==> config.mk <==
export PLATFORM = sky130hd
export DESIGN_NAME = hams_merge_accumulate
export DESIGN_NICKNAME = d
export VERILOG_FILES = /design/src/rtl/hams_merge_accumulate.sv
export SDC_FILE = /design/constraint.sdc
export NUM_CORES = 1
export LEC_CHECK = 0
export ABC_AREA = 1
export ABC_CLOCK_PERIOD_IN_PS = 8800
export BUFFER_PORTS_ARGS = -buffer_cell sky130_fd_sc_hd__buf_2
export CAP_MARGIN = 10
export CORE_MARGIN = 2
export CORE_UTILIZATION = 39
export CTS_BUF_LIST = sky130_fd_sc_hd__clkbuf_4 sky130_fd_sc_hd__clkbuf_8
export CTS_CLUSTER_DIAMETER = 150
export DETAILED_ROUTE_END_ITERATION = 10
export GPL_TIMING_DRIVEN = 0
export PLACE_DENSITY_LB_ADDON = 0.2
export SETUP_SLACK_MARGIN = 0.05
export SYNTH_ARGS = -nofsm -noshare
export SYNTH_HDL_FRONTEND = slang
export SYNTH_SLANG_ARGS = --single-unit
==> constraint.sdc <==
create_clock -name clk -period 8.8 [get_ports clk]
set_input_delay 0.88 -clock clk [delete_from_list [all_inputs] [get_ports clk]]
set_output_delay 0.88 -clock clk [all_outputs]
set_load 0.05 [all_outputs]
==> src/rtl/hams_merge_accumulate.sv <==
// rtl/hams_merge_accumulate.sv - merge-sorter drain stage: sums adjacent equal keys, emits one {key,sum} per unique key
//
// Ports:
//   clk, rst           single rising-edge clock, asynchronous active-high reset
//   start, total_cnt   begin a stream of total_cnt elements (accepted in IDLE only)
//   fifo_empty         FWFT FIFO empty; fifo_data is the head word {key,val}
//   fifo_pop           pop the FIFO head this cycle (combinational)
//   out_vld/out_rdy    output handshake; out_key/out_val/out_last carry the word
//   busy               FSM not IDLE
//   done               one-cycle pulse once the final word has been accepted
//   uniq_cnt           unique keys emitted in the current/last stream
//   order_err          (HAMS_ORDER_CHECK_EN only) sticky until next start;
//                      set when a popped key is smaller than the held key
//
// Build option: define HAMS_ORDER_CHECK_EN to add the order_err output.

module hams_merge_accumulate #(
    parameter int KEY_W = 16,
    parameter int VAL_W = 32,
    parameter int CNT_W = 16
) (
    input  logic                   clk,
    input  logic                   rst,
    input  logic                   start,
    input  logic [CNT_W-1:0]       total_cnt,
    input  logic                   fifo_empty,
    input  logic [KEY_W+VAL_W-1:0] fifo_data,
    output logic                   fifo_pop,
    output logic                   out_vld,
    input  logic                   out_rdy,
    output logic [KEY_W-1:0]       out_key,
    output logic [VAL_W-1:0]       out_val,
    output logic                   out_last,
    output logic                   busy,
    output logic                   done,
    output logic [CNT_W-1:0]       uniq_cnt
`ifdef HAMS_ORDER_CHECK_EN
    ,
    output logic                   order_err
`endif
);

    localparam logic [2:0] S_IDLE  = 3'd0;
    localparam logic [2:0] S_FIRST = 3'd1;
    localparam logic [2:0] S_ACCUM = 3'd2;
    localparam logic [2:0] S_FLUSH = 3'd3;
    localparam logic [2:0] S_DONE  = 3'd4;

    logic [2:0]       state;
    logic [KEY_W-1:0] hold_key;
    logic [VAL_W-1:0] hold_val;
    logic [CNT_W-1:0] remaining;

    logic [KEY_W-1:0] head_key;
    logic [VAL_W-1:0] head_val;
    logic             key_eq;
    logic             out_free;
    logic             rem_last;

    assign head_key = fifo_data[KEY_W+VAL_W-1:VAL_W];
    assign head_val = fifo_data[VAL_W-1:0];
    assign key_eq   = (head_key == hold_key);
    // Output register can take a new word this cycle: empty, or being drained now.
    assign out_free = !out_vld || out_rdy;
    assign rem_last = (remaining == CNT_W'(1));
    assign busy     = (state != S_IDLE);

    // An equal key only touches the hold register, so it may be popped even while
    // the output register is stalled; a new key needs the output register free.
    always_comb begin
        fifo_pop = 1'b0;
        case (state)
            S_FIRST: fifo_pop = !fifo_empty;
            S_ACCUM: fifo_pop = !fifo_empty && (remaining != '0) && (key_eq || out_free);
            default: fifo_pop = 1'b0;
        endcase
    end

    always_ff @(posedge clk or posedge rst) begin
        if (rst) begin
            state     <= S_IDLE;
            hold_key  <= '0;
            hold_val  <= '0;
            remaining <= '0;
            out_vld   <= 1'b0;
            out_key   <= '0;
            out_val   <= '0;
            out_last  <= 1'b0;
            done      <= 1'b0;
            uniq_cnt  <= '0;
`ifdef HAMS_ORDER_CHECK_EN
            order_err <= 1'b0;
`endif
        end else begin
            done <= 1'b0;

            // Accepted word leaves; any reload below in the same cycle overrides this.
            if (out_vld && out_rdy) begin
                out_vld  <= 1'b0;
                out_last <= 1'b0;
            end

            case (state)
                S_IDLE: begin
                    if (start) begin
                        remaining <= total_cnt;
                        uniq_cnt  <= '0;
`ifdef HAMS_ORDER_CHECK_EN
                        order_err <= 1'b0;
`endif
                        state     <= (total_cnt == '0) ? S_DONE : S_FIRST;
                    end
                end

                S_FIRST: begin
                    if (fifo_pop) begin
                        hold_key  <= head_key;
                        hold_val  <= head_val;
                        remaining <= remaining - CNT_W'(1);
                        state     <= rem_last ? S_FLUSH : S_ACCUM;
                    end
                end

                S_ACCUM: begin
                    if (fifo_pop) begin
                        if (key_eq) begin
                            hold_val <= hold_val + head_val;
                        end else begin
                            out_key  <= hold_key;
                            out_val  <= hold_val;
                            out_vld  <= 1'b1;
                            uniq_cnt <= uniq_cnt + CNT_W'(1);
                            hold_key <= head_key;
                            hold_val <= head_val;
`ifdef HAMS_ORDER_CHECK_EN
                            if (head_key < hold_key)
                                order_err <= 1'b1;
`endif
                        end
                        remaining <= remaining - CNT_W'(1);
                        if (rem_last)
                            state <= S_FLUSH;
                    end
                end

                S_FLUSH: begin
                    if (out_free) begin
                        out_key  <= hold_key;
                        out_val  <= hold_val;
                        out_vld  <= 1'b1;
                        out_last <= 1'b1;
                        uniq_cnt <= uniq_cnt + CNT_W'(1);
                        state    <= S_DONE;
                    end
                end

                S_DONE: begin
                    if (out_free) begin
                        done  <= 1'b1;
                        state <= S_IDLE;
                    end
                end

                default: state <= S_IDLE;
            endcase
        end
    end

endmodule

# After elaboration in Yosys (flattened, before gate mapping)
# Index checks and enable logic that the tools add are counted.
[classes]
add_sub_neg = 3
eq_ne = 14
reduce_logical = 22
mux = 44
[ops]
columns = ["operator", "n"]
rows = [
  ["$mux 16", 12],
  ["$mux 32", 6],
  ["$pmux 32 s2", 2],
  ["$pmux 16 s2", 3],
  ["$pmux 16 s3", 1],
  ["$add 32x32->32", 1],
  ["$mux 3", 7],
  ["$add 16x1->16 const B", 1],
  ["$eq 16x1->1 const B", 1],
  ["$eq 16x16->1", 1],
  ["$logic_not 16->1", 1],
  ["$reduce_bool 16->1", 1],
  ["$sub 16x1->16 const B", 1],
  ["$pmux 3 s5", 1],
  ["$ne 2x2->1 const B", 7],
  ["$mux 1", 10],
  ["$reduce_and 4->1", 2],
  ["$eq 3x2->1 const B", 2],
  ["$reduce_and 3->1", 2],
  ["$reduce_and 6->1", 1],
  ["$reduce_bool 2->1", 3],
  ["$reduce_bool 3->1", 2],
  ["$reduce_and 5->1", 1],
  ["$pmux 1 s2", 2],
  ["8 further kinds", 12],
]
[word_totals]
register_bits = 134
out_inout_bits = 69
wordCells = 93

# Longest topological paths before layout
[depth]
ltp_word = 7
ltp_mapped = 15
mapped_depth_nobuf = 14

# Least setup slack after synthesis
# Ideal clock, no wire load.
[synth_timing]
path_type = "input port to output port"
start = "input fifo_data[34]"
end = "output fifo_pop"
path_stages = 12
slack_ps = 5832
t_arrival_ps = 2088
path_cell_list = "inv_1 -> nand2_1 -> nand2_1 -> nor2_1 -> nand2_1 -> nor2_2 -> nand2_1 -> nand2_1 -> nand3_2 -> nand2_2 -> buf_4 -> buf_4"
[synth_between]
elab_chain_len = 4
[synth_rtl]
columns = ["element", "line_no", "text"]
rows = [
  ["start, declared", "27", "input logic [KEY_W+VAL_W-1:0] fifo_data,"],
  ["$eq 16x16->1", "62", "assign key_eq = (head_key == hold_key);"],
  ["$logic_or 1x1->1", "74", "S_ACCUM: fifo_pop = !fifo_empty && (remaining != '0) && (key_eq || out_free);"],
  ["$logic_and 1x1->1", "74", ""],
  ["$pmux 1 s2", "72", "case (state)"],
  ["end, declared", "28", "output logic fifo_pop,"],
]
# Every way passes these cells.

# Worst setup path after layout
[layout_timing]
start = "input fifo_data[32]"
end = "output fifo_pop"
# Same word-level chain as after synthesis.

==> flow_metrics.env <==
export IMPL_outcome="completed"
export IMPL_viasPerCell=4.97
export IMPL_slew_headroom_pct=56.1
export IMPL_synth_distinct_cells=37
export IMPL_cpPeakStageDelay_ps=290
export IMPL_grt_ovfl_total=0
export IMPL_area_sequential_sq_mm=0.00335
export IMPL_regToRegSetupSlack_ps=6360
export IMPL_num_vias=9450
export IMPL_drv_slew=0
export IMPL_p_leak_nw=6.05
export IMPL_synth_edf_count=0
export IMPL_dieArea_sq_mm=0.0253
export IMPL_vdd_drop_max_mv=0.183
export IMPL_hpwl_um=21900
export IMPL_post_cts_buffers=0
export IMPL_synth_fp_nets=1518
export IMPL_cts_clk_slew_worst_paths_ps=80
export IMPL_layout_setup_ws_ps=5070
export IMPL_postRouteAntennaNets=0
export IMPL_critPathRequiredTime_ps=7920
export IMPL_end_kind="primary output"
export IMPL_ys_seq_area_share_pct=35.8
export IMPL_rsz0062_at_grt="false"
export IMPL_tns_ps=0
export IMPL_post_place_ws_ps=5120
export IMPL_area_growth_pct=16.8
export IMPL_period_share_pct=42.4
export IMPL_synthFlopType="dfrtp_1"
export IMPL_cp_num_buf_inv=5
export IMPL_n_antenna_cell=0
export IMPL_cts_resized=0
export IMPL_startpoint="fifo_data[32]"
export IMPL_fp_dieH_um=159
export IMPL_cpMaxStageDelayCell="buf_2"
export IMPL_netlist_instances=1413
export IMPL_postCtsHoldBufs=0
export IMPL_period_needed_ps=3730
export IMPL_reg2reg_depth=14
export IMPL_path_common_cell="nand2_1"
export IMPL_wl_um=28200
export IMPL_initial_utilization_pct=39.8
export IMPL_fin_skew_ps=14.7
export IMPL_synth_area_per_cell_sq_um=6.63
export IMPL_max_cap_violations=0
export IMPL_avgRoutedWirePerCell_um=14.8
export IMPL_r2r_start="hold_val[0]"
export IMPL_cts_sinks=134
export IMPL_fmax_mhz=268
export IMPL_rr_endpoint="hold_val[30]"
export IMPL_fill_cells=2519
export IMPL_first_global_vias=8825
export IMPL_multi_input_area_sq_mm=0.00517
export IMPL_hp_class="in2async"
export IMPL_tightest_slew_ps=658
export IMPL_arrival_ps=2850
export IMPL_setup_viol=0
export IMPL_instances_no_fill=1902
export IMPL_grt_max_degree=79
export IMPL_grt_antenna_before_repair=0
export IMPL_syn_area_sq_mm=0.00937
export IMPL_nets=1675
export IMPL_h_tree_depth=4
export IMPL_die_x_um=159
export IMPL_synth_seq_cells=134
export IMPL_clock_latency_ps=470
export IMPL_place_congestion=0.924
export IMPL_fp_coreArea_sq_mm=0.0235
export IMPL_critPathTopFamily="simple AND/OR/NAND/NOR gates"
export IMPL_cp_max_fo=10
export IMPL_criticalPathCategory="in2out"
export IMPL_ys_warnings_count=0
export IMPL_ios=138
export IMPL_dr_first_iter_drc_count=631
export IMPL_grt_usage_pct=22.6
export IMPL_start_kind="input port"
export IMPL_cts_buffer_depth=2
export IMPL_io_buffers=137
export IMPL_cts_root_buf="clkbuf_8"
export IMPL_drt_pass1_iter_count=5
export IMPL_rows=56
export IMPL_grt_pass1_wl_um=46300
export IMPL_p_per_area_mw_per_mm2=374
export IMPL_placed_cells=1870
export IMPL_synthArstFlopShare_pct=100
export IMPL_hold_violations=0
export IMPL_drc=0
export IMPL_numCtsBuffers=17
export IMPL_cts_tree="yes"
export IMPL_drive_gt1_share_pct=15.2
export IMPL_path_cells="buf_2 > inv_1 > nand2_1 > nand2_1 > nor2_1 > nand2_1 > nor2_2 > nand2_1 > nand2_1 > nand3_2 > nand2_2 > buf_4 > buf_4 > buf_2"
==> layout make-up <==
class | instances | share of cell area [%]
timing repair buffer | 138 | 6.52
tap | 319 | 3.65
buffer | 48 | 2.45
clock inverter | 13 | 1.75
sequential | 134 | 30.6
inverter | 154 | 5.33
clock buffer | 19 | 2.39
multi-input combinational | 1077 | 47.3
==> worst max-delay path by stage <==
stage                        end  slack (ps)  depth (start not counted)
global route            fifo_pop        4950                         14
CTS                     fifo_pop        5120                         14
floorplan                   done        4340                          1
detailed placement      fifo_pop        5120                         14
finish                  fifo_pop        5070                         14
global placement    hold_val[29]        2460                          2
==> worst register-to-register path, delay by kind of cell (launching register included) <==
kind / cells / cell delay [ps]
adders and majority gates: 2 / 740
DFF: 1 / 410
and+or+nand+nor: 12 / 1190
==> power breakdown <==
group	switching [mW]	leakage [nW]	internal (mW)
clock	0.282	0.231	0.328
combinational	1.68	4.10	0.731
sequential	0.208	1.71	0.872
total	2.17	6.05	1.93
==> per-layer routing <==
metal  routed length, um  GRT usage [%]
met5                   0              0
met1               14200           32.9
met2               12400           35.3
met4                 357           4.83
met3                1250           3.80
==> flip-flops by register name, indices dropped and copies added, names as in the netlist <==
signal     count
out_val       32
hold_val      32
remaining     16
hold_key      16
out_vld        1
out_last       1
uniq_cnt      16
done           1
state          3
out_key       16
==> cell families after synthesis <==
kind of cell,synth area share [%]
compound gates,6.95
fa+ha+maj,4.89
simple gates,40.9
flops,35.8
buf+inv,9.02
xor+xnor,2.43
==> Yosys cell counts (3+ instances only) <==
cell type / instances / share of area, %
a21boi_0: 7 / 0.56
a21oi_1: 36 / 1.9
a31oi_1: 3 / 0.20
buf_2: 19 / 1.0
buf_4: 7 / 0.56
buf_6: 5 / 0.60
clkbuf_1: 15 / 0.60
dfrtp_1: 134 / 36
ha_1: 35 / 4.7
inv_1: 147 / 5.9
inv_2: 7 / 0.28
nand2_1: 549 / 22
nand2_2: 5 / 0.33
nand3_1: 109 / 5.8
nand3_2: 4 / 0.43
nand4_1: 69 / 4.6
nor2_1: 122 / 4.9
nor2_2: 3 / 0.20
nor3_1: 13 / 0.69
o211ai_1: 9 / 0.72
o21ai_0: 39 / 2.1
o21ai_1: 10 / 0.53
o21bai_1: 9 / 0.72
or2_2: 15 / 1.0
xnor2_1: 19 / 1.8
xor2_1: 7 / 0.65
==> stage by stage <==
stage	utilization, %	instance area [sq um]	total power [mW]	hold slack (ps)
after floorplan	-	9370	2.87	442
after global placement	44.4	10500	3.46	451
after detailed placement	44.6	10500	3.49	453
after CTS	46.5	10900	4.11	473
after global routing	46.5	10900	4.47	486
final	46.5	10900	4.10	467
==> cells in the final DEF (no fill, tap or decap), drive strengths merged, types with 9 or more instances in the layout <==
| cell type | count |
|---|---|
| or2 | 17 |
| o21bai | 9 |
| nor2 | 126 |
| nor3 | 15 |
| nand3 | 114 |
| inv | 157 |
| nand2 | 554 |
| a21oi | 36 |
| clkbuf | 34 |
| o21ai | 49 |
| buf | 171 |
| o211ai | 9 |
| ha | 35 |
| xnor2 | 19 |
| dfrtp | 134 |
| nand4 | 69 |
(Power assumes the default switching activity.)
